<file path="config.mk">
export PLATFORM = sky130hd
export DESIGN_NAME = scm_ctrl
export DESIGN_NICKNAME = d
export VERILOG_FILES = /design/src/rtl/scm_pkg.sv /design/src/rtl/scm_rr_arb.sv /design/src/rtl/scm_ctrl.sv
export SDC_FILE = /design/constraint.sdc
export NUM_CORES = 1
export LEC_CHECK = 0
export ABC_AREA = 1
export BUFFER_PORTS_ARGS = -buffer_cell sky130_fd_sc_hd__buf_2
export CAP_MARGIN = 0
export CORE_MARGIN = 2
export CORE_UTILIZATION = 39
export CTS_CLUSTER_DIAMETER = 150
export CTS_CLUSTER_SIZE = 12
export DETAILED_ROUTE_END_ITERATION = 12
export PLACE_DENSITY = 0.76
export SYNTH_ARGS = -nofsm -noshare
export SYNTH_HDL_FRONTEND = slang
export SYNTH_HIERARCHICAL = 1
export SYNTH_SLANG_ARGS = --single-unit
export TNS_END_PERCENT = 5
</file>
<file path="constraint.sdc">
create_clock -name clk_i -period 2.3 [get_ports clk_i]
set_input_delay 0.115 -clock clk_i [delete_from_list [all_inputs] [get_ports clk_i]]
set_output_delay 0.115 -clock clk_i [all_outputs]
set_load 0.02 [all_outputs]
</file>
<file path="src/rtl/scm_pkg.sv">
// Shared types and sizing helpers for the LUT-loading SCM controller.
package scm_pkg;

  typedef enum logic [1:0] {
    ST_IDLE  = 2'd0,
    ST_LOAD  = 2'd1,
    ST_DRAIN = 2'd2,
    ST_READY = 2'd3
  } scm_state_e;

  localparam int unsigned DefaultC = 32;
  localparam int unsigned DefaultK = 16;

  function automatic int unsigned scm_depth(input int unsigned c, input int unsigned k);
    return c * k;
  endfunction

  // Never return a zero width, even for a single-entry table.
  function automatic int unsigned scm_addr_width(input int unsigned depth);
    return (depth > 1) ? $clog2(depth) : 1;
  endfunction

endpackage

</file>
<file path="src/rtl/scm_rr_arb.sv">
// Round-robin arbiter: one-hot grant, priority starts just after the last winner.
module scm_rr_arb import scm_pkg::*; #(
  parameter int unsigned N = 4
) (
  input  logic         clk_i,
  input  logic         rst_ni,
  input  logic [N-1:0] req_i,
  output logic [N-1:0] gnt_o,
  output logic         gnt_any_o
);

  localparam int unsigned IdxW = scm_addr_width(N);

  logic [IdxW-1:0] ptr_q, ptr_d, win_s;
  logic [IdxW:0]   cand_s;
  logic [N-1:0]    gnt_s;
  logic            found_s;

  // Scan requesters starting at the pointer, wrapping modulo N.
  always_comb begin
    gnt_s   = '0;
    win_s   = '0;
    found_s = 1'b0;
    cand_s  = '0;
    for (int i = 0; i < N; i++) begin
      cand_s = {1'b0, ptr_q} + (IdxW+1)'(i);
      if (cand_s >= (IdxW+1)'(N)) begin
        cand_s = cand_s - (IdxW+1)'(N);
      end else begin
        cand_s = cand_s;
      end
      if (!found_s && req_i[cand_s[IdxW-1:0]]) begin
        found_s                  = 1'b1;
        win_s                    = cand_s[IdxW-1:0];
        gnt_s[cand_s[IdxW-1:0]] = 1'b1;
      end else begin
        found_s = found_s;
      end
    end
  end

  // Pointer moves to the requester after the winner.
  always_comb begin
    if (!found_s) begin
      ptr_d = ptr_q;
    end else if (win_s == IdxW'(N-1)) begin
      ptr_d = '0;
    end else begin
      ptr_d = win_s + IdxW'(1);
    end
  end

  // Pointer register.
  always_ff @(posedge clk_i or negedge rst_ni) begin
    if (!rst_ni) begin
      ptr_q <= '0;
    end else begin
      ptr_q <= ptr_d;
    end
  end

  assign gnt_o     = gnt_s;
  assign gnt_any_o = found_s;

endmodule

</file>
<file path="src/rtl/scm_ctrl.sv">
// SCM controller: streams a full LUT into an external SCM, then serves
// round-robin single-cycle reads to several requesters.
module scm_ctrl import scm_pkg::*; #(
  parameter int unsigned C              = DefaultC,
  parameter int unsigned K              = DefaultK,
  parameter int unsigned DataTypeWidth  = 16,
  parameter int unsigned NumReaders     = 4,
  parameter int unsigned TotalAddrWidth = scm_addr_width(scm_depth(C, K))
) (
  input  logic                                 clk_i,
  input  logic                                 rst_ni,
  input  logic                                 load_start_i,
  input  logic                                 lut_valid_i,
  output logic                                 lut_ready_o,
  input  logic [DataTypeWidth-1:0]             lut_data_i,
  output logic                                 load_busy_o,
  output logic                                 load_done_o,
  output logic                                 table_valid_o,
  input  logic [NumReaders-1:0]                rd_req_i,
  input  logic [NumReaders*TotalAddrWidth-1:0] rd_addr_i,
  output logic [NumReaders-1:0]                rd_gnt_o,
  output logic [NumReaders-1:0]                rd_valid_o,
  output logic [DataTypeWidth-1:0]             rd_data_o,
  output logic [TotalAddrWidth-1:0]            raddr_o,
  input  logic [DataTypeWidth-1:0]             rdata_i,
  output logic [TotalAddrWidth-1:0]            waddr_o,
  output logic [DataTypeWidth-1:0]             wdata_o,
  output logic                                 we_o
);

  localparam int unsigned Depth = scm_depth(C, K);
  localparam logic [TotalAddrWidth-1:0] LastAddr = TotalAddrWidth'(Depth - 1);

  scm_state_e                state_q, state_d;
  logic [TotalAddrWidth-1:0] wcnt_q, wcnt_d;
  logic                      xfer_s;
  logic                      arb_en_s;
  logic                      drain_q;
  logic [NumReaders-1:0]     gnt_s;
  logic                      gnt_any_s;
  logic [TotalAddrWidth-1:0] sel_addr_s;
  logic [TotalAddrWidth-1:0] raddr_q;
  logic [NumReaders-1:0]     rd_valid_q;
  logic [DataTypeWidth-1:0]  rd_data_q;

  // FSM state and write-counter registers.
  always_ff @(posedge clk_i or negedge rst_ni) begin
    if (!rst_ni) begin
      state_q <= ST_IDLE;
      wcnt_q  <= '0;
    end else begin
      state_q <= state_d;
      wcnt_q  <= wcnt_d;
    end
  end

  // Next-state logic; the counter parks on the last address rather than wrapping.
  always_comb begin
    state_d = state_q;
    wcnt_d  = wcnt_q;
    case (state_q)
      ST_IDLE, ST_READY: begin
        if (load_start_i) begin
          state_d = ST_LOAD;
          wcnt_d  = '0;
        end else begin
          state_d = state_q;
        end
      end
      ST_LOAD: begin
        if (xfer_s && (wcnt_q == LastAddr)) begin
          state_d = ST_DRAIN;
        end else if (xfer_s) begin
          wcnt_d = wcnt_q + TotalAddrWidth'(1);
        end else begin
          state_d = ST_LOAD;
        end
      end
      ST_DRAIN: state_d = ST_READY;
      default:  state_d = ST_IDLE;
    endcase
  end

  // FSM-decoded outputs and the combinational write port.
  always_comb begin
    lut_ready_o   = (state_q == ST_LOAD);
    xfer_s        = lut_ready_o & lut_valid_i;
    we_o          = xfer_s;
    waddr_o       = xfer_s ? wcnt_q : '0;
    wdata_o       = xfer_s ? lut_data_i : '0;
    load_busy_o   = (state_q == ST_LOAD) || (state_q == ST_DRAIN);
    table_valid_o = (state_q == ST_READY);
    load_done_o   = (state_q == ST_READY) && drain_q;
    arb_en_s      = (state_q == ST_READY);
  end

  scm_rr_arb #(
    .N (NumReaders)
  ) u_arb (
    .clk_i     (clk_i),
    .rst_ni    (rst_ni),
    .req_i     (rd_req_i & {NumReaders{arb_en_s}}),
    .gnt_o     (gnt_s),
    .gnt_any_o (gnt_any_s)
  );

  // Select the granted requester's address; raddr_o holds between grants.
  always_comb begin
    sel_addr_s = '0;
    for (int i = 0; i < NumReaders; i++) begin
      if (gnt_s[i]) begin
        sel_addr_s = rd_addr_i[i*TotalAddrWidth +: TotalAddrWidth];
      end else begin
        sel_addr_s = sel_addr_s;
      end
    end
    raddr_o = gnt_any_s ? sel_addr_s : raddr_q;
  end

  // Read-side registers: data captured at the grant edge, valid tagged next cycle.
  always_ff @(posedge clk_i or negedge rst_ni) begin
    if (!rst_ni) begin
      drain_q    <= 1'b0;
      raddr_q    <= '0;
      rd_valid_q <= '0;
      rd_data_q  <= '0;
    end else begin
      drain_q    <= (state_q == ST_DRAIN);
      rd_valid_q <= gnt_s;
      if (gnt_any_s) begin
        raddr_q   <= sel_addr_s;
        rd_data_q <= rdata_i;
      end else begin
        raddr_q   <= raddr_q;
        rd_data_q <= rd_data_q;
      end
    end
  end

  assign rd_gnt_o   = gnt_s;
  assign rd_valid_o = rd_valid_q;
  assign rd_data_o  = rd_data_q;

endmodule
</file>
==> flow_summary.toml, run 1 <==
[timing]
maxSlewHeadroom_pct = 70.7
post-route-period-util_pct = 120
tns_ns = -4.34
final_max_slew_viol_count = 0
setup_ws_ns = -0.464
finalSetupViolCount = 17
worstMarginPinSlew_ns = 0.440
finalHoldViolCount = 0
fmax_ghz = 0.362
finClkSkew_ns = 0.00980
rsz0062_at_grt = "true"
final.min_clock_period_ns = 2.76

[synth]
syn_area_per_cell_um2 = 6.83
yosys_warnings = 6
yosysMostFrequentCell = "nand2_1"
yosys.area.top_type = "dfrtp_1"
synth.distinct_cells = 28
synth_top_area_share_pct = 38.4
syn_nets = 497
syn_inst = 410
synth_area_mm2 = 0.00280
synthTopCellsByCount = "132 x nand2_1, 62 x inv_1, 43 x dfrtp_1"
yosysSeqAreaShare_pct = 38.4
synth-edff-count = 0
async_flop_share_pct = 100
ys.flop_type = "dfrtp_1"
ys_seq_elements = 43
synthTopCellsByArea = "dfrtp_1 38%, nand2_1 18%, inv_1 8.3%, a21oi_1 5.7%, nor2_1 5.2%"

[layout]
multiInputGateArea_mm2 = 0.00177
area_growth_pct = 61.1
nets = 681
drive_gt1_share_pct = 45.2
antenna_cells = 0
fillers = 565
seq_area_mm2 = 0.00108

[grt]
grt_antenna_before_repair = 0
grt_pass1_wl_um = 13300
grt-ovfl-total = 0
grt_pass1_vias = 3091
grt_start_max_net_pins = 28
grt_usage_pct = 21.5

[setup_path]
rr_startpoint = "state_q[1]"
end_kind = "output pin"
criticalPathCategory = "reg -> out"
crit_start = "state_q[1]"
crit_arrival_ns = 2.65
worstSetupStartpointType = "flip-flop"
critical_path.max_fanout = 6
required_ns = 2.18

[drt]
route.vias.total = 3336
wl_per_cell_um = 12.8
vias_per_cell = 4.83
routed_wl_um = 8850
drtIter0Drc = 143
dr.pass1.iters = 4
remaining_drc_errors = 0
ant_nets = 0

[placed_design]
post-place-ws_ns = -0.258
gp_congestion = 0.837
port_buffers = 138
dp_hpwl_um = 6180

[pwr]
power.density_mw_per_mm2 = 697
power_switching_mw = 1.28
leakagePower_nw = 2.48
seq_power_share_pct = 38.0
p_int_mw = 1.86
power_frac_comb_pct = 45.8
clkPwrFrac_pct = 16.2
p_sw_share_pct = 40.7
peakVddDrop_mv = 0.324

[outcome]
violations = "setup timing"
status = "complete, but fails checks"

[min_path]
min_from = "rdata_i[14]"
hp-class = "in -> reg"

[cts]
htree_levels = 2
tritoncts = "done"
clockBufferDepth = 2
cts_buffers = 5
path_clk_slew_ns = 0.10
cts_root_buf = "clkbuf_8"
cts.sinks = 43
clk_latency_ns = 0.30

[die]
die_x_um = 88.7
core_area_mm2 = 0.00687
rows = 30
die_area_mm2 = 0.00787
io_pins = 139
die_h_um = 88.7
start_util_pct = 40.8

[job]
cap_violations = 0
==> repair_timing <==
item,in CTS,in global routing
resized for setup,53,14
buffers inserted,14,2
cloned,4,0
setup endpoints to repair,21,23
hold buffers,2,1
pin swaps,22,16
endpoints found under the hold margin,17,1
==> per-stage QoR <==
step	cell area, um^2	hold WS (ns)	total power [mW]	instances	util (%)
2_1_floorplan	3020	-0.181	1.97	410	-
3_3_place_gp	3990	0.0681	2.44	660	58.1
3_5_place_dp	3990	0.0709	2.48	660	58.1
4_1_cts	4430	0.00219	3.15	688	64.5
5_1_grt	4510	0.00322	3.36	691	65.7
6_report	4510	0.00741	3.15	691	65.7
==> layout by cell type (no fill, tap or decap), types with 6 or more instances in the layout <==
cell,instances
a21oi_1,17
a21oi_2,6
a21oi_4,9
buf_2,126
buf_4,41
buf_6,14
dfrtp_1,41
ha_1,9
inv_1,54
inv_2,8
nand2_1,120
nand2_2,15
nand3_1,19
nand3_2,9
nand4_1,7
nor2_1,38
o21ai_0,12
==> state kept, by name (all words and copies together) (netlist names) <==
name         flops
rd_valid_o       4
state_q          2
u_arb/ptr_q      2
drain_q          1
raddr_q          9
wcnt_q           9
rd_data_o       16
==> power by group through the flow <==
stage                     Clock, mW  Sequential [mW]  Combinational (mW)
after global placement            0             1.19                1.25
after global routing          0.560             1.22                1.57
after floorplan                   0             1.36               0.606
after CTS                     0.529             1.19                1.43
final                         0.509             1.19                1.44
after detailed placement          0             1.20                1.28
==> per-layer routing <==
metal	up-vias	GRT usage, %	share of wire (%)
li1	1650	-	-
met1	1504	24.0	39
met2	162	39.6	50
met3	20	4.10	7.9
met4	0	9.09	2.3
met5	-	0	0
==> worst max-delay path: stages, from the launching register on <==
cell	delay (ns)
dfrtp_1	0.40
ha_4	0.18
nand2_2	0.05
inv_2	0.08
inv_2	0.04
nand2_2	0.07
nand3_4	0.09
nand2_4	0.09
inv_8	0.05
nand3_4	0.09
o22ai_4	0.09
a21oi_2	0.16
o21ai_4	0.12
buf_6	0.13
nor2_4	0.14
nand2_1	0.11
nand2_1	0.08
nand3_2	0.08
a21oi_4	0.17
buf_6	0.13
==> cell type report <==
cell class | count | area share (%)
inverter | 66 | 5.93
clock inverter | 3 | 0.527
timing repair buffer | 187 | 26.3
multi-input combinational | 291 | 39.2
clock buffer | 5 | 1.53
sequential | 43 | 23.9
tap | 96 | 2.66
==> worst paths after layout <==
check,end,depth (start not counted),slack [ns]
worst max-delay path,raddr_o[6],19,-0.46
worst min-delay path,rd_data_o[14],3,0.007
worst max register to register,raddr_q[1],21,-0.23
worst min register to register,rd_data_o[3],2,0.48
max in group asynchronous,u_arb/ptr_q[0],3,1.44
min in group asynchronous,raddr_q[7],2,0.28
==> kinds of logic after synthesis <==
kind of cell	share of synthesized area, %
flip-flops	38.4
adder cells (fa/ha/maj)	4.92
buffers and inverters	11.2
AND/OR/NAND/NOR	35.5
AO/OA/AOI/OAI	9.96
(Power assumes the default switching activity.)
==> inputs of run 2 (changes only) <==
--- a/config.mk
+++ b/config.mk
@@ -14,6 +14,7 @@
 export CTS_CLUSTER_SIZE = 12
 export DETAILED_ROUTE_END_ITERATION = 12
 export PLACE_DENSITY = 0.76
+export RECOVER_POWER = 50
 export SYNTH_ARGS = -nofsm -noshare
 export SYNTH_HDL_FRONTEND = slang
 export SYNTH_HIERARCHICAL = 1
==> flow_summary.toml, run 2 (same netlist as run 1, synthesis figures left out) <==
[min_path]
hold_depth = 3
hp-class = "in -> reg"
min_from = "rdata_i[14]"

[setup_path]
required_ns = 2.18
crit_arrival_ns = 2.64
slowest_delay_ns = 0.40
end_kind = "output pin"
criticalPathCategory = "reg -> out"
rr_startpoint = "state_q[1]"
cpMaxStageDelayCell = "dfrtp_1"
cp_cell_sequence = "ha_4 -> nand2_2 -> inv_2 -> inv_2 -> nand2_2 -> nand3_4 -> nand2_4 -> inv_8 -> nand3_4 -> o22ai_4 -> a21oi_2 -> o21ai_4 -> buf_6 -> nor2_4 -> nand2_1 -> nand2_1 -> nand3_2 -> a21oi_4 -> buf_6"
rr_worst_depth = 21
worstSetupStartpointType = "flip-flop"
crit_start = "state_q[1]"
critical_path.max_fanout = 6

[timing]
maxSlewHeadroom_pct = 30.4
post-route-period-util_pct = 120
final_max_slew_viol_count = 0
final.min_clock_period_ns = 2.75
finalHoldViolCount = 0
finalSetupViolCount = 17
rsz0062_at_grt = "true"
tns_ns = -4.36
setup_ws_ns = -0.454
fmax_ghz = 0.363
finClkSkew_ns = 0.00825
worstMarginPinSlew_ns = 1.04

[grt]
grt_pass1_wl_um = 13300
grt_pass1_vias = 3091
grt_start_max_net_pins = 28
grt_antenna_before_repair = 0
grt_usage_pct = 21.5
grt-ovfl-total = 0

[drt]
route.vias.total = 3348
dr.pass1.iters = 4
ant_nets = 0
wl_per_cell_um = 12.8
vias_per_cell = 4.85
routed_wl_um = 8870
drtIter0Drc = 167
remaining_drc_errors = 0

[job]
cap_violations = 0

[layout]
stdcell_area_mm2 = 0.00448
largest_reg_flops = 16
final_common_cell = "nand2_1"
fillers = 584
multiInputGateArea_mm2 = 0.00177
seq_area_mm2 = 0.00108
final_cell_mix = "120 x nand2_1, 106 x buf_2, 54 x inv_1"
antenna_cells = 0
drive_gt1_share_pct = 41.5
nets = 681
area_growth_pct = 60.0

[pwr]
power.density_mw_per_mm2 = 695
power.total_mw = 3.11
peakVddDrop_mv = 0.325
leakagePower_nw = 2.41

[cts]
tritoncts = "done"
cts.sinks = 43
clockBufferDepth = 2
cts_root_buf = "clkbuf_8"
path_clk_slew_ns = 0.10
clk_latency_ns = 0.30
cts_buffers = 5
htree_levels = 2

[placed_design]
placed_area_mm2 = 0.00399
port_buffers = 138
dp_hpwl_um = 6180
gp_congestion = 0.837

[die]
rows = 30
core_area_mm2 = 0.00687
io_pins = 139
die_h_um = 88.7
die_x_um = 88.7
start_util_pct = 40.8
die_area_mm2 = 0.00787

[outcome]
status = "complete, but fails checks"
violations = "setup timing"
## run 2: final cells by class
class | instances | area share, %
clock inverter | 3 | 0.531
inverter | 66 | 5.98
sequential | 43 | 24.1
clock buffer | 5 | 1.54
timing repair buffer | 187 | 25.8
multi-input combinational | 291 | 39.4
tap | 96 | 2.68
## run 2: final timing paths
check	endpoint	slack (ns)
min in group asynchronous	raddr_q[7]	0.52
hold / removal	rd_data_o[14]	0.009
setup reg to reg	raddr_q[1]	-0.23
setup / recovery	raddr_o[6]	-0.45
max in group asynchronous	u_arb/ptr_q[1]	0.50
hold reg to reg	rd_data_o[3]	0.48
## run 2: critical path, delay by kind of cell, from the launching register on
| kind | cells | cell delay, ns |
|---|---|---|
| adders and majority gates | 1 | 0.18 |
| AOI/OAI and AO/OA | 4 | 0.54 |
| DFF | 1 | 0.40 |
| buffers and inverters | 5 | 0.43 |
| and+or+nand+nor | 9 | 0.78 |
## run 2: repair_timing
action                                  4_1_cts  5_1_grt
hold buffers                                  2        1
endpoints found under the hold margin        17        1
gates cloned                                  4        0
resized for setup                            53       14
buffers inserted                             14        2
endpoints found under the setup margin       21       23
pin swaps                                    22       16
## run 2: routing by layer
metal | share of wire, % | GRT usage [%] | vias to the layer above
li1 | - | - | 1648
met1 | 39 | 24.0 | 1523
met2 | 51 | 39.6 | 162
met3 | 7.9 | 4.10 | 15
met4 | 1.8 | 9.09 | 0
met5 | 0 | 0 | -
## run 2: power by group
part           leakage, nW  switching, mW  total, mW  internal, mW
clock network       0.0408          0.294      0.511         0.218
registers            0.522          0.168       1.20          1.03
logic                 1.85          0.828       1.40         0.576
## run 2: per-stage QoR
step,setup WS (ns),hold WS (ns),cells,util (%)
floorplan,-0.309,-0.181,410,-
global placement,-0.201,0.0681,660,58.1
detailed placement,-0.258,0.0709,660,58.1
CTS,-0.404,0.00219,688,64.5
global route,-0.637,0.00322,691,65.2
finish,-0.454,0.00906,691,65.2
